$ cat src/rtl/wb_arbiter.sv
// ---------------------------------------------------------------------------
// wb_arbiter
//
// Writeback stage owning the single regfile write port. Each cycle it issues
// at most one register write, chosen from:
//   - the single-cycle ALU pipe (highest priority, never stalled), or
//   - the head of a small FIFO that buffers long-latency results
//     (LSU load returns and MULDIV results), drained on idle ALU cycles.
// A pending-register mask tells decode which destinations still sit in the
// FIFO so it can hold off dependent or overwriting instructions.
//
// Ports:
//   clk_i, rst_n_i             clock, asynchronous active-low reset
//   alu_we_i/_rd_addr_i/_data  ALU result (no backpressure)
//   lsu_valid_i/lsu_ready_o    LSU load result handshake (+ rd addr/data)
//   md_valid_i/md_ready_o      MULDIV result handshake (+ rd addr/data)
//   rd_we_o/rd_addr_o/rd_data_o registered regfile write port
//   pend_mask_o                one bit per register targeted by a FIFO entry
//   fifo_full_o                FIFO holds DEPTH entries
// ---------------------------------------------------------------------------
module wb_arbiter #(
  parameter int unsigned XLEN    = 32,
  parameter int unsigned REG_NUM = 32,
  parameter int unsigned DEPTH   = 4
) (
  input  logic               clk_i,
  input  logic               rst_n_i,

  input  logic               alu_we_i,
  input  logic [4:0]         alu_rd_addr_i,
  input  logic [XLEN-1:0]    alu_rd_data_i,

  input  logic               lsu_valid_i,
  output logic               lsu_ready_o,
  input  logic [4:0]         lsu_rd_addr_i,
  input  logic [XLEN-1:0]    lsu_rd_data_i,

  input  logic               md_valid_i,
  output logic               md_ready_o,
  input  logic [4:0]         md_rd_addr_i,
  input  logic [XLEN-1:0]    md_rd_data_i,

  output logic               rd_we_o,
  output logic [4:0]         rd_addr_o,
  output logic [XLEN-1:0]    rd_data_o,

  output logic [REG_NUM-1:0] pend_mask_o,
  output logic               fifo_full_o
);

  localparam int unsigned AW = (DEPTH > 1) ? $clog2(DEPTH) : 1;
  localparam int unsigned CW = AW + 1;

  // Round-robin pointer: names the source that wins the next tie.
  typedef enum logic {RrLsu, RrMd} rr_e;

  // ---------------------------------------------------------------------------
  // State
  // ---------------------------------------------------------------------------
  rr_e               r_rr;
  logic [CW-1:0]     r_count;
  logic [AW-1:0]     r_rptr;
  logic [AW-1:0]     r_wptr;
  logic [DEPTH-1:0]  r_valid;
  logic [4:0]        r_addr [DEPTH];
  logic [XLEN-1:0]   r_data [DEPTH];

  logic              r_rd_we;
  logic [4:0]        r_rd_addr;
  logic [XLEN-1:0]   r_rd_data;

  // ---------------------------------------------------------------------------
  // Combinational signals
  // ---------------------------------------------------------------------------
  rr_e               w_rr;
  logic              w_full;
  logic              w_empty;
  logic              w_lsu_hs;
  logic              w_md_hs;
  logic              w_push;
  logic [4:0]        w_push_addr;
  logic [XLEN-1:0]   w_push_data;
  logic              w_alu_sel;
  logic              w_pop;
  logic [CW-1:0]     w_count;
  logic              w_rd_we;
  logic [4:0]        w_rd_addr;
  logic [XLEN-1:0]   w_rd_data;
  logic [REG_NUM-1:0] w_pend;

  assign w_full  = (r_count == CW'(DEPTH));
  assign w_empty = (r_count == '0);

  // Readys come only from registered state, so a pop in the same cycle never
  // opens a slot early; a full FIFO refuses both sources outright.
  assign lsu_ready_o = !w_full && (!md_valid_i  || (r_rr == RrLsu));
  assign md_ready_o  = !w_full && (!lsu_valid_i || (r_rr == RrMd));

  assign w_lsu_hs = lsu_valid_i && lsu_ready_o;
  assign w_md_hs  = md_valid_i  && md_ready_o;

  // Results to x0 are accepted and dropped so the producer is not left hanging.
  always_comb begin
    w_push      = 1'b0;
    w_push_addr = lsu_rd_addr_i;
    w_push_data = lsu_rd_data_i;
    w_rr        = r_rr;
    if (w_lsu_hs) begin
      w_push      = (lsu_rd_addr_i != 5'd0);
      w_push_addr = lsu_rd_addr_i;
      w_push_data = lsu_rd_data_i;
      w_rr        = RrMd;
    end else if (w_md_hs) begin
      w_push      = (md_rd_addr_i != 5'd0);
      w_push_addr = md_rd_addr_i;
      w_push_data = md_rd_data_i;
      w_rr        = RrLsu;
    end
  end

  // ALU writes to x0 are no-ops and leave the port free for a FIFO drain.
  assign w_alu_sel = alu_we_i && (alu_rd_addr_i != 5'd0);
  // Pop uses the registered count: a fresh entry can only drain next cycle.
  assign w_pop     = !w_alu_sel && !w_empty;

  always_comb begin
    w_count = r_count;
    if (w_push && !w_pop) begin
      w_count = r_count + CW'(1);
    end else if (w_pop && !w_push) begin
      w_count = r_count - CW'(1);
    end
  end

  // Write-port select; address/data hold their last value when idle.
  always_comb begin
    w_rd_we   = 1'b0;
    w_rd_addr = r_rd_addr;
    w_rd_data = r_rd_data;
    if (w_alu_sel) begin
      w_rd_we   = 1'b1;
      w_rd_addr = alu_rd_addr_i;
      w_rd_data = alu_rd_data_i;
    end else if (w_pop) begin
      w_rd_we   = 1'b1;
      w_rd_addr = r_addr[r_rptr];
      w_rd_data = r_data[r_rptr];
    end
  end

  // Pending mask: OR of one-hot destinations of all live entries.
  always_comb begin
    w_pend = '0;
    for (int i = 0; i < DEPTH; i++) begin
      if (r_valid[i]) begin
        for (int r = 0; r < REG_NUM; r++) begin
          if (r_addr[i] == 5'(r)) begin
            w_pend[r] = 1'b1;
          end
        end
      end
    end
    w_pend[0] = 1'b0;
  end

  // ---------------------------------------------------------------------------
  // Sequential
  // ---------------------------------------------------------------------------
  always_ff @(posedge clk_i or negedge rst_n_i) begin
    if (!rst_n_i) begin
      r_rr    <= RrLsu;
      r_count <= '0;
      r_rptr  <= '0;
      r_wptr  <= '0;
      r_valid <= '0;
      for (int i = 0; i < DEPTH; i++) begin
        r_addr[i] <= '0;
        r_data[i] <= '0;
      end
    end else begin
      r_rr    <= w_rr;
      r_count <= w_count;
      if (w_pop) begin
        r_valid[r_rptr] <= 1'b0;
        r_rptr          <= r_rptr + AW'(1);
      end
      // Push slot differs from the pop slot unless the FIFO is empty, and an
      // empty FIFO never pops, so the two updates cannot collide.
      if (w_push) begin
        r_valid[r_wptr] <= 1'b1;
        r_addr[r_wptr]  <= w_push_addr;
        r_data[r_wptr]  <= w_push_data;
        r_wptr          <= r_wptr + AW'(1);
      end
    end
  end

  always_ff @(posedge clk_i or negedge rst_n_i) begin
    if (!rst_n_i) begin
      r_rd_we   <= 1'b0;
      r_rd_addr <= '0;
      r_rd_data <= '0;
    end else begin
      r_rd_we   <= w_rd_we;
      r_rd_addr <= w_rd_addr;
      r_rd_data <= w_rd_data;
    end
  end

  assign rd_we_o     = r_rd_we;
  assign rd_addr_o   = r_rd_addr;
  assign rd_data_o   = r_rd_data;
  assign pend_mask_o = w_pend;
  assign fifo_full_o = w_full;

  // ---------------------------------------------------------------------------
  // Structural invariants
  // ---------------------------------------------------------------------------
`ifndef SYNTHESIS
  a_one_grant: assert property (@(posedge clk_i) disable iff (!rst_n_i)
    !(w_lsu_hs && w_md_hs));
  a_count_range: assert property (@(posedge clk_i) disable iff (!rst_n_i)
    r_count <= CW'(DEPTH));
  a_no_push_full: assert property (@(posedge clk_i) disable iff (!rst_n_i)
    !(w_push && w_full));
`endif

endmodule

$ cat config.mk
export PLATFORM = sky130hd
export DESIGN_NAME = wb_arbiter
export DESIGN_NICKNAME = d
export VERILOG_FILES = /design/src/rtl/wb_arbiter.sv
export SDC_FILE = /design/constraint.sdc
export NUM_CORES = 1
export LEC_CHECK = 0
export ABC_CLOCK_PERIOD_IN_PS = 2600
export CAP_MARGIN = 20
export CORE_UTILIZATION = 48
export DETAILED_ROUTE_END_ITERATION = 16
export PLACE_DENSITY = 0.77
export SLEW_MARGIN = 20
export SYNTH_ARGS = -nofsm -noshare
export SYNTH_HDL_FRONTEND = slang
export SYNTH_SLANG_ARGS = --single-unit
$ cat constraint.sdc
create_clock -name clk_i -period 2.6 [get_ports clk_i]
set_clock_uncertainty 0.2 [all_clocks]
set_input_delay 0.26 -clock clk_i [delete_from_list [all_inputs] [get_ports clk_i]]
set_output_delay 0.26 -clock clk_i [all_outputs]
set_load 0.02 [all_outputs]
==> out/results.ini <==
[outcome]
status = completed

[setup_path]
cp.arrival_ps = 2120
worstSetupEndpointType = output pin
r2r-start = r_count[1]
cp-start-kind = flip-flop
rrSetupSlack_ps = 190
crit_required_ps = 2140
crit_type = flip-flop to output pin
critPathMaxFanout = 5
crit_start = r_addr[4]
r2r_end = r_data[1]
rr_worst_depth = 5

[clock_network]
numCtsBuffers = 17
path_clk_slew_ps = 80
cts-root-buf = clkbuf_16
cts-htree-levels = 4
max-clock-path-buffers = 2
cts_tree = done
clkSinkCount = 198
clkLatencyLatePin_ps = 440

[synth]
syn_nets = 925
synthTopCellsByArea = dfrtp_1 (47%), mux2_2 (13%), mux2_4 (8.5%)
syn_avg_cell_area_um2 = 13.3
post_synth_num_cell_types = 51
synth_edf_count = 0
yosysTopAreaCellShare = 0.468
yosysMostFrequentCell = dfrtp_1
synth_top_cells_by_count = dfrtp_1 (198), mux2_2 (118), nor2_1 (64), mux2_4 (60), a21oi_1 (51)
ys_ff_latch = 198
yosys.area.top_type = dfrtp_1
syn-cell-area_um2 = 10600
ys_warn_count = 0
netlist_instances = 799
async_reset_ff_frac = 1.00
ys.flop_type = dfrtp_1
yosysSeqAreaShare = 0.468

[routing]
vias = 7562
dr.pass1.iters = 6
ant_nets = 0
drcViolationCount = 0
drt_iter0_markers = 467
drt-total-wl_um = 26800
vias_per_cell = 5.77
wl_per_cell_um = 20.5

[floorplan]
rows = 53
initial_utilization = 0.496
die_area_um2 = 22700
ios = 189
core-area_um2 = 21400
die_w_um = 151
die_h_um = 151

[sta]
post-route-period-util = 0.992
report.final.slew_viol_count = 0
finalSetupViolCount = 0
max_freq_mhz = 388
hold_ws_ps = 178
report.final.hold_viol_count = 0
maxSlewHeadroom = 0.500
rsz0062_at_grt = false
setup_ws_ps = 21.2
period_minus_slack_ps = 2580
tightestPinTransition_ps = 750

[placement]
place_hpwl_um = 19400
placed_cells = 1277
pre_cts_slack_ps = -365
port_buffers = 187
place_congestion = 0.984

[cells_and_area]
nNetsFinal = 1149
fill_cells = 1646
stdcell_count = 1311
area_growth_pct = 30.3
drive_gt1_frac = 0.344
diodes = 0

[power_and_ir_drop]
leakage_nw = 5.89
ir_drop_mv = 0.586
power_mw = 18.0
power.density_nw_per_um2 = 1310

[global_routing]
grt_pass1_vias = 7736
antenna_found_initial = 0
grt_first_pass_wirelength_um = 42800
gr-total-overflow = 0
grt_max_degree = 75
grt_usage = 0.251

[run]
maxCapViolations = 0

[worst_hold_path]
hold_class = input port to asynchronous set/reset pin

==> layout make-up <==
| class | count | area (um^2) | share of cell area |
|---|---|---|---|
| clock buffer | 17 | 425 | 0.0308 |
| clock inverter | 15 | 195 | 0.0142 |
| inverter | 10 | 37.5 | 0.00272 |
| multi-input combinational | 539 | 5300 | 0.384 |
| sequential | 198 | 4960 | 0.360 |
| tap | 275 | 344 | 0.0249 |
| timing repair buffer | 257 | 2530 | 0.183 |
==> how the worst max path moves through the flow <==
stage	endpoint	cells past startpoint	slack, ps
floorplan	r_count[1]	9	110
CTS	pend_mask_o[4]	5	-6
finish	pend_mask_o[15]	5	20
global route	r_count[1]	9	4
global placement	r_count[1]	9	-330
detailed placement	r_count[1]	9	-360
==> flip-flops by register name, summed over array words and instances (netlist names) <==
signal and count:
r_data 128, rd_data_o 32, r_addr 20, rd_addr_o 5, r_valid 4, r_count 3
r_rptr 2, r_wptr 2, r_rr 1, rd_we_o 1
==> worst max-delay path, cell delays in order, from the launching register on <==
cell and delay [ps]:
dfrtp_1 450, nor2b_1 270, buf_4 190, nand3_1 150
o221ai_1 270, clkdlybuf4s15_1 350
==> stage by stage <==
step	util	instance area, um^2	TNS (ps)
6_report	0.646	13800	0
5_1_grt	0.646	13800	0
4_1_cts	0.646	13800	-5.65
3_5_place_dp	0.616	13200	-11130
3_3_place_gp	0.616	13200	-9640
2_1_floorplan	-	10600	0
==> layer usage <==
metal / vias up / share of wire / global-route usage
li1: 3415 / - / -
met1: 3868 / 0.43 / 0.351
met2: 247 / 0.50 / 0.405
met3: 32 / 0.054 / 0.0373
met4: 0 / 0.014 / 0.0717
met5: - / 0 / 0
==> what timing repair did <==
action                                 CTS  global route
endpoints found under the hold margin   63             0
buffers inserted                         1             0
pin swaps                                0             1
setup endpoints to repair               31            10
gates resized for setup                 48            14
hold buffers                             1             0
==> where the power goes <==
part	internal [mW]	total (mW)	switching (mW)
Clock	1.47	2.73	1.27
Sequential	4.69	5.83	1.14
Combinational	5.18	9.48	4.31
==> cells by family after synthesis <==
group,after synthesis,share of synthesized area
flip-flops,198,0.468
other,1,0.000354
multiplexers,260,0.333
AND/OR/NAND/NOR,155,0.0747
XOR/XNOR,5,0.00414
adder cells (fa/ha/maj),10,0.0125
AO/OA/AOI/OAI,108,0.0700
buffers and inverters,62,0.0375
==> cell usage in the layout, fill, tap and decap left out, drive strengths merged, types with 7 or more instances in the layout <==
master | Yosys | final
a21oi | 51 | 51
a32oi | 8 | 8
buf | 35 | 69
clkbuf | 17 | 22
clkdlybuf4s50 | 0 | 155
clkinv | 0 | 7
dfrtp | 198 | 198
dlygate4sd2 | 0 | 25
ha | 9 | 9
inv | 10 | 15
mux2 | 187 | 187
mux2i | 36 | 36
mux4 | 37 | 37
nand2 | 34 | 34
nand2b | 9 | 9
nand3 | 12 | 12
nor2 | 66 | 66
nor2b | 9 | 9
o221ai | 22 | 22
Note: power is estimated with default switching activity, not from simulation.
